===== config.mk =====
export PLATFORM = sky130hd
export DESIGN_NAME = dmi_jtag_dr_ctrl_flat
export DESIGN_NICKNAME = d
export VERILOG_FILES = /design/src/rtl/dmi_jtag_dr_ctrl_if.sv /design/src/rtl/dmi_jtag_dr_ctrl.sv /design/src/flat_wrapper.sv
export SDC_FILE = /design/constraint.sdc
export NUM_CORES = 1
export LEC_CHECK = 0
export ABC_AREA = 1
export BUFFER_PORTS_ARGS = -buffer_cell sky130_fd_sc_hd__buf_4
export CAP_MARGIN = 20
export CORE_MARGIN = 2
export CORE_UTILIZATION = 35
export CTS_CLUSTER_SIZE = 30
export DETAILED_ROUTE_END_ITERATION = 8
export MAX_ROUTING_LAYER = met4
export PLACE_DENSITY = 0.64
export SYNTH_ARGS = -nofsm -noshare
export SYNTH_HDL_FRONTEND = slang
export SYNTH_SLANG_ARGS = --single-unit

===== constraint.sdc =====
create_clock -name tck_i -period 1.8 [get_ports tck_i]
set_input_delay 0.27 -clock tck_i [delete_from_list [all_inputs] [get_ports tck_i]]
set_output_delay 0.27 -clock tck_i [all_outputs]
set_load 0.005 [all_outputs]

===== src/rtl/dmi_jtag_dr_ctrl_if.sv =====
// DMI request/response bundle between the JTAG DTM and the TCK<->system CDC.
// master: DTM side (drives requests, accepts responses); slave: CDC side.
interface dmi_jtag_dr_ctrl_if #(
    parameter int unsigned AddrWidth = 7
) ();
    logic                 req_valid;
    logic                 req_ready;
    logic [AddrWidth-1:0] req_addr;
    logic [1:0]           req_op;
    logic [31:0]          req_data;
    logic                 resp_valid;
    logic                 resp_ready;
    logic [31:0]          resp_data;
    logic [1:0]           resp_resp;

    modport master (
        output req_valid, req_addr, req_op, req_data, resp_ready,
        input  req_ready, resp_valid, resp_data, resp_resp
    );

    modport slave (
        input  req_valid, req_addr, req_op, req_data, resp_ready,
        output req_ready, resp_valid, resp_data, resp_resp
    );
endinterface


===== src/rtl/dmi_jtag_dr_ctrl.sv =====
// TCK-domain DMI access register: shifts the DMI DR, issues one request per
// UpdateDr and collects its response; returns dmi_tdo and sticky dmistat.
// Ports: tck_i/trst_ni clock and async reset; TAP strobes (test_logic_reset_i,
// dmi_access_i, capture/shift/update_dr_i, dmi_reset_i, dmi_tdi_i);
// dmi_tdo_o serial out; dmi_error_o sticky status; dmi request/response bundle.
module dmi_jtag_dr_ctrl #(
    parameter int unsigned AddrWidth = 7
) (
    input  logic       tck_i,
    input  logic       trst_ni,
    input  logic       test_logic_reset_i,
    input  logic       dmi_access_i,
    input  logic       capture_dr_i,
    input  logic       shift_dr_i,
    input  logic       update_dr_i,
    input  logic       dmi_reset_i,
    input  logic       dmi_tdi_i,
    output logic       dmi_tdo_o,
    output logic [1:0] dmi_error_o,
    dmi_jtag_dr_ctrl_if.master dmi
);
    localparam int unsigned DrWidth = AddrWidth + 34;

    typedef enum logic [2:0] {
        Idle, Read, WaitRead, Write, WaitWrite
    } state_e;

    state_e state_q, state_d;

    logic [DrWidth-1:0]   dr_q;
    logic [AddrWidth-1:0] addr_q;
    logic [31:0]          data_q;
    logic [1:0]           error_q, error_d;

    logic [1:0]           dr_op;
    logic [31:0]          dr_data;
    logic [AddrWidth-1:0] dr_addr;

    logic idle, capture, shift, update;
    logic busy, issue, resp_fire, resp_fail;

    assign dr_op   = dr_q[1:0];
    assign dr_data = dr_q[33:2];
    assign dr_addr = dr_q[DrWidth-1:34];

    assign idle    = (state_q == Idle);
    assign capture = dmi_access_i & capture_dr_i;
    assign shift   = dmi_access_i & shift_dr_i;
    assign update  = dmi_access_i & update_dr_i;

    // Any DR access while a transfer is in flight reports busy.
    assign busy  = (capture | update) & ~idle;
    assign issue = update & idle & (error_q == 2'd0)
                 & ((dr_op == 2'd1) | (dr_op == 2'd2));

    assign resp_fail = resp_fire & (dmi.resp_resp != 2'd0);

    assign dmi_tdo_o     = dr_q[0];
    assign dmi_error_o   = error_q;
    assign dmi.req_addr  = addr_q;
    assign dmi.req_data  = data_q;

    always_ff @(posedge tck_i or negedge trst_ni) begin
        if (!trst_ni) begin
            state_q <= Idle;
        end else begin
            state_q <= state_d;
        end
    end

    always_comb begin
        state_d        = state_q;
        dmi.req_valid  = 1'b0;
        dmi.req_op     = 2'd0;
        dmi.resp_ready = 1'b0;
        resp_fire      = 1'b0;
        unique case (state_q)
            Idle: begin
                if (issue) begin
                    state_d = dr_op[1] ? Write : Read;
                end
            end
            Read: begin
                dmi.req_valid = 1'b1;
                dmi.req_op    = 2'd1;
                if (dmi.req_ready) begin
                    state_d = WaitRead;
                end
            end
            Write: begin
                dmi.req_valid = 1'b1;
                dmi.req_op    = 2'd2;
                if (dmi.req_ready) begin
                    state_d = WaitWrite;
                end
            end
            WaitRead, WaitWrite: begin
                dmi.resp_ready = 1'b1;
                if (dmi.resp_valid) begin
                    resp_fire = 1'b1;
                    state_d   = Idle;
                end
            end
            default: state_d = Idle;
        endcase
    end

    // Later assignments win: a new error beats dmireset, busy beats failed.
    // Test-Logic-Reset is a full clear.
    always_comb begin
        error_d = error_q;
        if (dmi_reset_i) error_d = 2'd0;
        if (resp_fail)   error_d = 2'd2;
        if (busy)        error_d = 2'd3;
        if (test_logic_reset_i) error_d = 2'd0;
    end

    always_ff @(posedge tck_i or negedge trst_ni) begin
        if (!trst_ni) begin
            dr_q    <= '0;
            addr_q  <= '0;
            data_q  <= '0;
            error_q <= 2'd0;
        end else begin
            error_q <= error_d;
            if (test_logic_reset_i) begin
                dr_q <= '0;
            end else if (capture) begin
                dr_q <= {addr_q, data_q, (idle ? error_q : 2'd3)};
            end else if (shift) begin
                dr_q <= {dmi_tdi_i, dr_q[DrWidth-1:1]};
            end
            if (issue) begin
                addr_q <= dr_addr;
                data_q <= dr_data;
            end
            if (resp_fire && (state_q == WaitRead)) begin
                data_q <= dmi.resp_data;
            end
        end
    end

    resp_only_in_wait_a: assert property (
        @(posedge tck_i) disable iff (!trst_ni)
        dmi.resp_valid |-> dmi.resp_ready
    );

    req_stable_a: assert property (
        @(posedge tck_i) disable iff (!trst_ni)
        (dmi.req_valid && !dmi.req_ready) |=>
        (dmi.req_valid &&
         $stable({dmi.req_addr, dmi.req_op, dmi.req_data}))
    );
endmodule


===== src/flat_wrapper.sv =====
// flat-port wrapper written by rule: the top's interface ports become plain ports
module dmi_jtag_dr_ctrl_flat 
#(
    parameter int unsigned AddrWidth = 7
)
  (tck_i, trst_ni, test_logic_reset_i, dmi_access_i, capture_dr_i, shift_dr_i, update_dr_i, dmi_reset_i, dmi_tdi_i, dmi_tdo_o, dmi_error_o, dmi_req_valid, dmi_req_addr, dmi_req_op, dmi_req_data, dmi_resp_ready, dmi_req_ready, dmi_resp_valid, dmi_resp_data, dmi_resp_resp);
  dmi_jtag_dr_ctrl_if #(.AddrWidth(AddrWidth)) dmi_i ();
  input  logic tck_i;
  input  logic trst_ni;
  input  logic test_logic_reset_i;
  input  logic dmi_access_i;
  input  logic capture_dr_i;
  input  logic shift_dr_i;
  input  logic update_dr_i;
  input  logic dmi_reset_i;
  input  logic dmi_tdi_i;
  output logic dmi_tdo_o;
  output logic [1:0] dmi_error_o;
  output wire logic [$bits(dmi_i.req_valid)-1:0] dmi_req_valid;
  output wire logic [$bits(dmi_i.req_addr)-1:0] dmi_req_addr;
  output wire logic [$bits(dmi_i.req_op)-1:0] dmi_req_op;
  output wire logic [$bits(dmi_i.req_data)-1:0] dmi_req_data;
  output wire logic [$bits(dmi_i.resp_ready)-1:0] dmi_resp_ready;
  input wire logic [$bits(dmi_i.req_ready)-1:0] dmi_req_ready;
  input wire logic [$bits(dmi_i.resp_valid)-1:0] dmi_resp_valid;
  input wire logic [$bits(dmi_i.resp_data)-1:0] dmi_resp_data;
  input wire logic [$bits(dmi_i.resp_resp)-1:0] dmi_resp_resp;
  assign dmi_req_valid = dmi_i.req_valid;
  assign dmi_req_addr = dmi_i.req_addr;
  assign dmi_req_op = dmi_i.req_op;
  assign dmi_req_data = dmi_i.req_data;
  assign dmi_resp_ready = dmi_i.resp_ready;
  assign dmi_i.req_ready = dmi_req_ready;
  assign dmi_i.resp_valid = dmi_resp_valid;
  assign dmi_i.resp_data = dmi_resp_data;
  assign dmi_i.resp_resp = dmi_resp_resp;
  dmi_jtag_dr_ctrl #(.AddrWidth(AddrWidth)) u_core (.tck_i(tck_i), .trst_ni(trst_ni), .test_logic_reset_i(test_logic_reset_i), .dmi_access_i(dmi_access_i), .capture_dr_i(capture_dr_i), .shift_dr_i(shift_dr_i), .update_dr_i(update_dr_i), .dmi_reset_i(dmi_reset_i), .dmi_tdi_i(dmi_tdi_i), .dmi_tdo_o(dmi_tdo_o), .dmi_error_o(dmi_error_o), .dmi(dmi_i));
endmodule

==> results of run 1 <==
cell type report:
type,instances,share of cell area
Multi-Input combinational cell,324,0.322
Clock inverter,3,0.0126
Timing Repair Buffer,103,0.151
Sequential cell,85,0.396
Tap cell,147,0.0343
Clock buffer,13,0.0485
Inverter,50,0.0350
sequential cells by signal, indices dropped and copies added (netlist names):
name / count
u_core.dmi.req_data: 32
u_core.state_q: 3
u_core.dmi.req_addr: 7
u_core.dr_q: 41
u_core.dmi_error_o: 2
stage by stage:
| step | cell area (um^2) | instances | hold WS, ns | util |
|---|---|---|---|---|
| finish | 5370 | 725 | 0.134 | 0.449 |
| global route | 5370 | 725 | 0.129 | 0.449 |
| CTS | 5370 | 725 | 0.131 | 0.449 |
| detailed placement | 5030 | 708 | 0.206 | 0.421 |
| global placement | 5030 | 708 | 0.202 | 0.421 |
| floorplan | 4280 | 493 | -0.0256 | - |
critical path: stages, from the launching register on:
cell     delay, ns
dfrtp_1       0.41
inv_1         0.19
nand2_1       0.16
nor2_1        0.13
buf_4         0.12
cells by family after synthesis:
family | Yosys count
simple gates | 225
buf+inv | 84
compound gates | 96
mux | 3
flops | 85
report_power, final:
part	internal, W	leakage (nW)	switching [W]	total (W)
sequential	0.00245	1.13	0.000487	0.00294
clock	0.00129	0.156	0.000736	0.00203
combinational	0.00118	1.38	0.00131	0.00249
layout by cell type, fill, tap and decap left out, types with 3 or more instances in the layout:
cell and n:
nor2_1 5, inv_1 46, o22ai_1 23, buf_4 99
nand2_1 126, nand3_1 56, buf_12 3, mux2i_1 3
dfrtp_1 85, o22ai_2 10, inv_2 4, nor2_8 3
o21ai_1 7, o21ai_2 3, clkbuf_16 9, o21ai_0 49
nand4_1 25
timing repair:
item,in CTS,in global routing
hold buffers,1,0
gates resized for setup,0,0
endpoints found under the hold margin,23,0
layer usage:
| metal | track usage | part of all wire |
|---|---|---|
| met4 | 0.0675 | 0.018 |
| met5 | - | 0 |
| met3 | 0.0281 | 0.051 |
| met2 | 0.263 | 0.47 |
| met1 | 0.245 | 0.46 |
path summary, 6_finish.rpt:
path	from	endpoint	slack, ns	cells past startpoint
setup / recovery	u_core.state_q[2]$_DFFE_PN0P_	dmi_req_op[0]	0.18	4
hold / removal	test_logic_reset_i	u_core.dmi_error_o[1]$_DFFE_PN0P_	0.13	2
setup reg to reg	u_core.state_q[1]$_DFFE_PN0P_	u_core.state_q[1]$_DFFE_PN0P_	0.19	8
hold reg to reg	u_core.dr_q[26]$_DFFE_PN0P_	u_core.dr_q[26]$_DFFE_PN0P_	0.51	2
max in group asynchronous	trst_ni	u_core.state_q[1]$_DFFE_PN0P_	0.80	3
min in group asynchronous	trst_ni	u_core.dmi.req_data[26]$_DFFE_PN0P_	0.37	2
==> flow_metrics.py, run 1 <==
metrics = {
    "global_routing": {
        "grt_pass1_vias": 3654,
        "track_usage": 0.177,
        "grt.overflow.total": 0,
        "grt_antenna_before_repair": 0,
        "grt_pass1_wl_mm": 18.2,
        "grt_max_degree": 68,
    },
    "logic_synthesis": {
        "ys_ff_latch": 85,
        "synth_xor_area_frac": 0,
        "synth_top_flop_cell": "dfrtp_1",
        "yosysTopAreaCell": "dfrtp_1",
        "synthDistinctLibCells": 29,
        "syn-cell-area_mm2": 0.00428,
        "avgSynthCellArea_um2": 8.68,
        "synth-simple-area-share": 0.257,
        "synth-edff-count": 0,
        "synth_warnings": 0,
        "synth_most_common_cell": "nand2_1",
        "netlist_top_cells_area": "dfrtp_1, nand2_1, nand3_1, o21ai_0, inv_1",
        "synth_top_family_by_area": "simple AND/OR/NAND/NOR gates",
        "yosysTopAreaCellShare": 0.497,
        "yosysSeqAreaShare": 0.497,
        "synth_compound_area_frac": 0.140,
        "synthAdderAreaFrac": 0,
        "synth_cells": 493,
        "syn-num-nets": 538,
        "synthMuxAreaShare": 0.00702,
        "synthArstFlopShare": 1.00,
        "synthTopCellsByCount": "nand2_1, dfrtp_1, nand3_1, o21ai_0, inv_1",
    },
    "sta": {
        "rsz0062_at_grt": "no",
        "finalCritPeriodShare": 0.900,
        "max_freq_ghz": 0.617,
        "finClkSkew_ns": 0.00601,
        "worst_pin_slew_ns": 0.705,
        "final_max_slew_viol_count": 0,
        "post-route-min-period_ns": 1.62,
        "layout_setup_ws_ns": 0.180,
        "hold_viol": 0,
        "slew_headroom": 0.529,
        "setup_viol": 0,
        "tns_ns": 0,
    },
    "clock_network": {
        "cts_buffer_depth": 2,
        "cts.sinks": 85,
        "clkLatencyLatePin_ns": 0.33,
        "path_clk_slew_ns": 0.06,
        "htreeDepth": 3,
        "cts_buffers": 9,
        "tritoncts": "built",
        "cts-root-buf": "clkbuf_16",
        "cts_setup_buffers": 0,
    },
    "job": {
        "maxCapViolations": 0,
    },
    "drt": {
        "wire_per_inst_um": 15.4,
        "vias": 3778,
        "routed_via_density": 5.21,
        "first_pass_iters": 5,
        "ant_nets": 0,
        "drt_iter0_markers": 309,
        "route.final.wire_length_mm": 11.2,
        "drcViolationCount": 0,
    },
    "cells_and_area": {
        "n_antenna_cell": 0,
        "multi_input_area_mm2": 0.00173,
        "area_growth_pct": 25.5,
        "drive_gt1_frac": 0.249,
        "fin_nets": 618,
        "register_area_mm2": 0.00213,
        "final.fill_count": 1125,
    },
    "floorplan": {
        "die_w_um": 115,
        "core_area_mm2": 0.0120,
        "dieArea_mm2": 0.0131,
        "io_pins": 91,
        "start_util": 0.358,
        "fp.dieH_um": 115,
        "fp-row-count": 40,
    },
    "placement": {
        "pre_cts_ws_ns": 0.191,
        "dp_hpwl_mm": 7.46,
        "portBuffers": 90,
        "place.gp.congestion": 0.830,
    },
    "outcome": {
        "status": "finished clean",
    },
    "setup_path": {
        "critPathArrivalTime_ns": 1.35,
        "crit_type": "reg2out",
        "start_kind": "flop",
        "crit_path_max_fanout": 5,
        "cp.required_ns": 1.53,
        "end_kind": "output port",
    },
    "power": {
        "ir_drop_mv": 0.587,
        "power_leakage_nw": 2.66,
        "power_w": 0.00746,
        "powerDensity_mw_per_mm2": 1390,
    },
    "hold_path": {
        "min_path_type": "in2reg",
    },
}
No activity file was read; power rests on OpenSTA's default activity.
==> inputs of run 2 (changes only) <==
--- a/config.mk
+++ b/config.mk
@@ -9,11 +9,13 @@
 export BUFFER_PORTS_ARGS = -buffer_cell sky130_fd_sc_hd__buf_4
 export CAP_MARGIN = 20
 export CORE_MARGIN = 2
-export CORE_UTILIZATION = 35
+export CORE_UTILIZATION = 39
+export CTS_CLUSTER_DIAMETER = 50
 export CTS_CLUSTER_SIZE = 30
 export DETAILED_ROUTE_END_ITERATION = 8
+export GPL_TIMING_DRIVEN = 0
 export MAX_ROUTING_LAYER = met4
-export PLACE_DENSITY = 0.64
+export PLACE_DENSITY = 0.69
 export SYNTH_ARGS = -nofsm -noshare
 export SYNTH_HDL_FRONTEND = slang
 export SYNTH_SLANG_ARGS = --single-unit
==> run 2 against run 1 <==
Net effect:
- wire length is 5.0% higher
- critical path depth unchanged
- die area shrank 9.9%
- global-route usage up 3.4 points
- sequential share of layout area down 0.15 points
- critical endpoint unchanged
- sequential power shrank 1%
- count of clock-buffer cells in the layout is 4 lower
==> flow_metrics.py, run 2 (synthesized netlist as in run 1, its figures left out) <==
metrics = {
    "outcome": {
        "status": "finished clean",
    },
    "clock_network": {
        "cts.sinks": 85,
        "cts_setup_buffers": 0,
        "cts_buffers": 9,
        "cts_buffer_depth": 2,
        "tritoncts": "built",
        "path_clk_slew_ns": 0.09,
        "cts_hold_buf": 0,
        "clkLatencyLatePin_ns": 0.38,
        "cts_resized": 0,
        "cts-root-buf": "clkbuf_8",
        "htreeDepth": 3,
    },
    "setup_path": {
        "crit_path_max_fanout": 5,
        "start_kind": "flop",
        "cp.required_ns": 1.53,
        "crit_path_max_incr_delay_ns": 0.41,
        "critPathArrivalTime_ns": 1.36,
        "r2r-start": "u_core.state_q[1]$_DFFE_PN0P_",
        "r2r_slack_ns": 0.30,
        "crit_type": "reg2out",
        "cp_slowest_cell": "dfrtp_1",
        "end_kind": "output port",
        "reg2reg_to": "u_core.dmi.req_data[25]$_DFFE_PN0P_",
        "r2r_cells": 9,
        "cp_cell_sequence": "inv_1 -> nand2_1 -> nor2_1 -> buf_4",
    },
    "placement": {
        "dp_hpwl_mm": 8.22,
        "place.gp.congestion": 0.804,
        "portBuffers": 90,
    },
    "power": {
        "ir_drop_mv": 0.523,
        "power_leakage_nw": 2.70,
        "p_clk_frac": 0.218,
        "switchingPower_w": 0.00258,
        "p_int_w": 0.00449,
        "p_seq_frac": 0.411,
        "swShare": 0.365,
        "power_w": 0.00706,
        "powerDensity_mw_per_mm2": 1310,
        "p_comb_frac": 0.371,
    },
    "global_routing": {
        "track_usage": 0.211,
        "grt_max_degree": 86,
        "grt_pass1_wl_mm": 18.6,
        "grt.overflow.total": 0,
        "grt_antenna_before_repair": 0,
        "grt_pass1_vias": 3802,
    },
    "floorplan": {
        "fp.dieH_um": 109,
        "start_util": 0.396,
        "io_pins": 91,
        "fp-row-count": 38,
        "die_w_um": 109,
        "dieArea_mm2": 0.0118,
        "core_area_mm2": 0.0108,
    },
    "sta": {
        "finalCritPeriodShare": 0.907,
        "worst_pin_slew_ns": 0.445,
        "post-route-min-period_ns": 1.63,
        "tns_ns": 0,
        "final_max_slew_viol_count": 0,
        "rsz0062_at_grt": "no",
        "setup_viol": 0,
        "slew_headroom": 0.703,
        "hold_viol": 0,
        "max_freq_ghz": 0.613,
        "finClkSkew_ns": 0.0109,
    },
    "drt": {
        "wire_per_inst_um": 15.8,
        "drt_iter0_markers": 325,
        "route.final.wire_length_mm": 11.7,
        "vias": 3887,
        "routed_via_density": 5.25,
        "ant_nets": 0,
        "drcViolationCount": 0,
        "first_pass_iters": 5,
    },
    "hold_path": {
        "hold_end": "u_core.dmi_error_o[1]$_DFFE_PN0P_",
        "hold_start": "test_logic_reset_i",
        "min_path_type": "in2reg",
        "hold_depth": 2,
    },
    "cells_and_area": {
        "area_growth_pct": 25.9,
        "final.fill_count": 1056,
        "final_common_cell": "nand2_1",
        "largest_reg_flops": 41,
        "fin_nets": 641,
        "regMostFlops": "u_core.dr_q",
        "final_cell_mix": "nand2_1, buf_4, dfrtp_1",
        "n_antenna_cell": 0,
        "drive_gt1_frac": 0.276,
    },
    "job": {
        "maxCapViolations": 0,
    },
}
## run 2: how the worst max path moves through the flow
stage / slack [ns] / start / end
6_report: 0.17 / u_core.state_q[2]$_DFFE_PN0P_ / dmi_req_op[0]
2_1_floorplan: 0.48 / u_core.state_q[1]$_DFFE_PN0P_ / u_core.dmi.req_data[22]$_DFFE_PN0P_
3_5_place_dp: 0.21 / dmi_access_i / u_core.dr_q[38]$_DFFE_PN0P_
4_1_cts: 0.15 / u_core.state_q[2]$_DFFE_PN0P_ / dmi_req_op[0]
5_1_grt: 0.05 / u_core.state_q[2]$_DFFE_PN0P_ / dmi_req_op[0]
3_3_place_gp: 0.23 / dmi_access_i / u_core.dr_q[35]$_DFFE_PN0P_
## run 2: power by group through the flow
stage | sequential (W) | clock [W] | combinational [W]
floorplan | 0.00285 | 0 | 0.00143
global placement | 0.00291 | 0 | 0.00256
detailed placement | 0.00293 | 0 | 0.00263
CTS | 0.00290 | 0.00156 | 0.00264
global route | 0.00297 | 0.00165 | 0.00291
finish | 0.00290 | 0.00154 | 0.00262
## run 2: routing by layer
layer	GRT usage	routed length [um]
met5	-	0
met1	0.284	5240
met2	0.325	5550
met4	0.0723	176
met3	0.0371	774
## run 2: cell type report
class                           instances  area [um^2]  share of cell area
Buffer                                 34          235              0.0436
Clock buffer                            9          124              0.0230
Clock inverter                          7         97.6              0.0181
Inverter                               50          188              0.0348
Multi-Input combinational cell        324         1730               0.321
Sequential cell                        85         2130               0.395
Tap cell                              140          175              0.0325
Timing Repair Buffer                   92          713               0.132
## run 2: metrics by stage
| step | hold slack [ns] | area [um^2] | util | instances | setup WS, ns |
|---|---|---|---|---|---|
| 6_report | 0.0990 | 5390 | 0.499 | 741 | 0.168 |
| 5_1_grt | 0.101 | 5390 | 0.499 | 741 | 0.0455 |
| 4_1_cts | 0.102 | 5350 | 0.496 | 739 | 0.149 |
| 3_5_place_dp | 0.492 | 5130 | 0.475 | 723 | 0.213 |
| 3_3_place_gp | 0.476 | 5130 | 0.475 | 723 | 0.230 |
| 2_1_floorplan | -0.0256 | 4280 | - | 493 | 0.481 |
## run 2: worst max-delay path: cells and delay by family, from the launching register on
family | cells | cell delay [ns]
simple gates | 2 | 0.28
flops | 1 | 0.41
buf+inv | 2 | 0.30
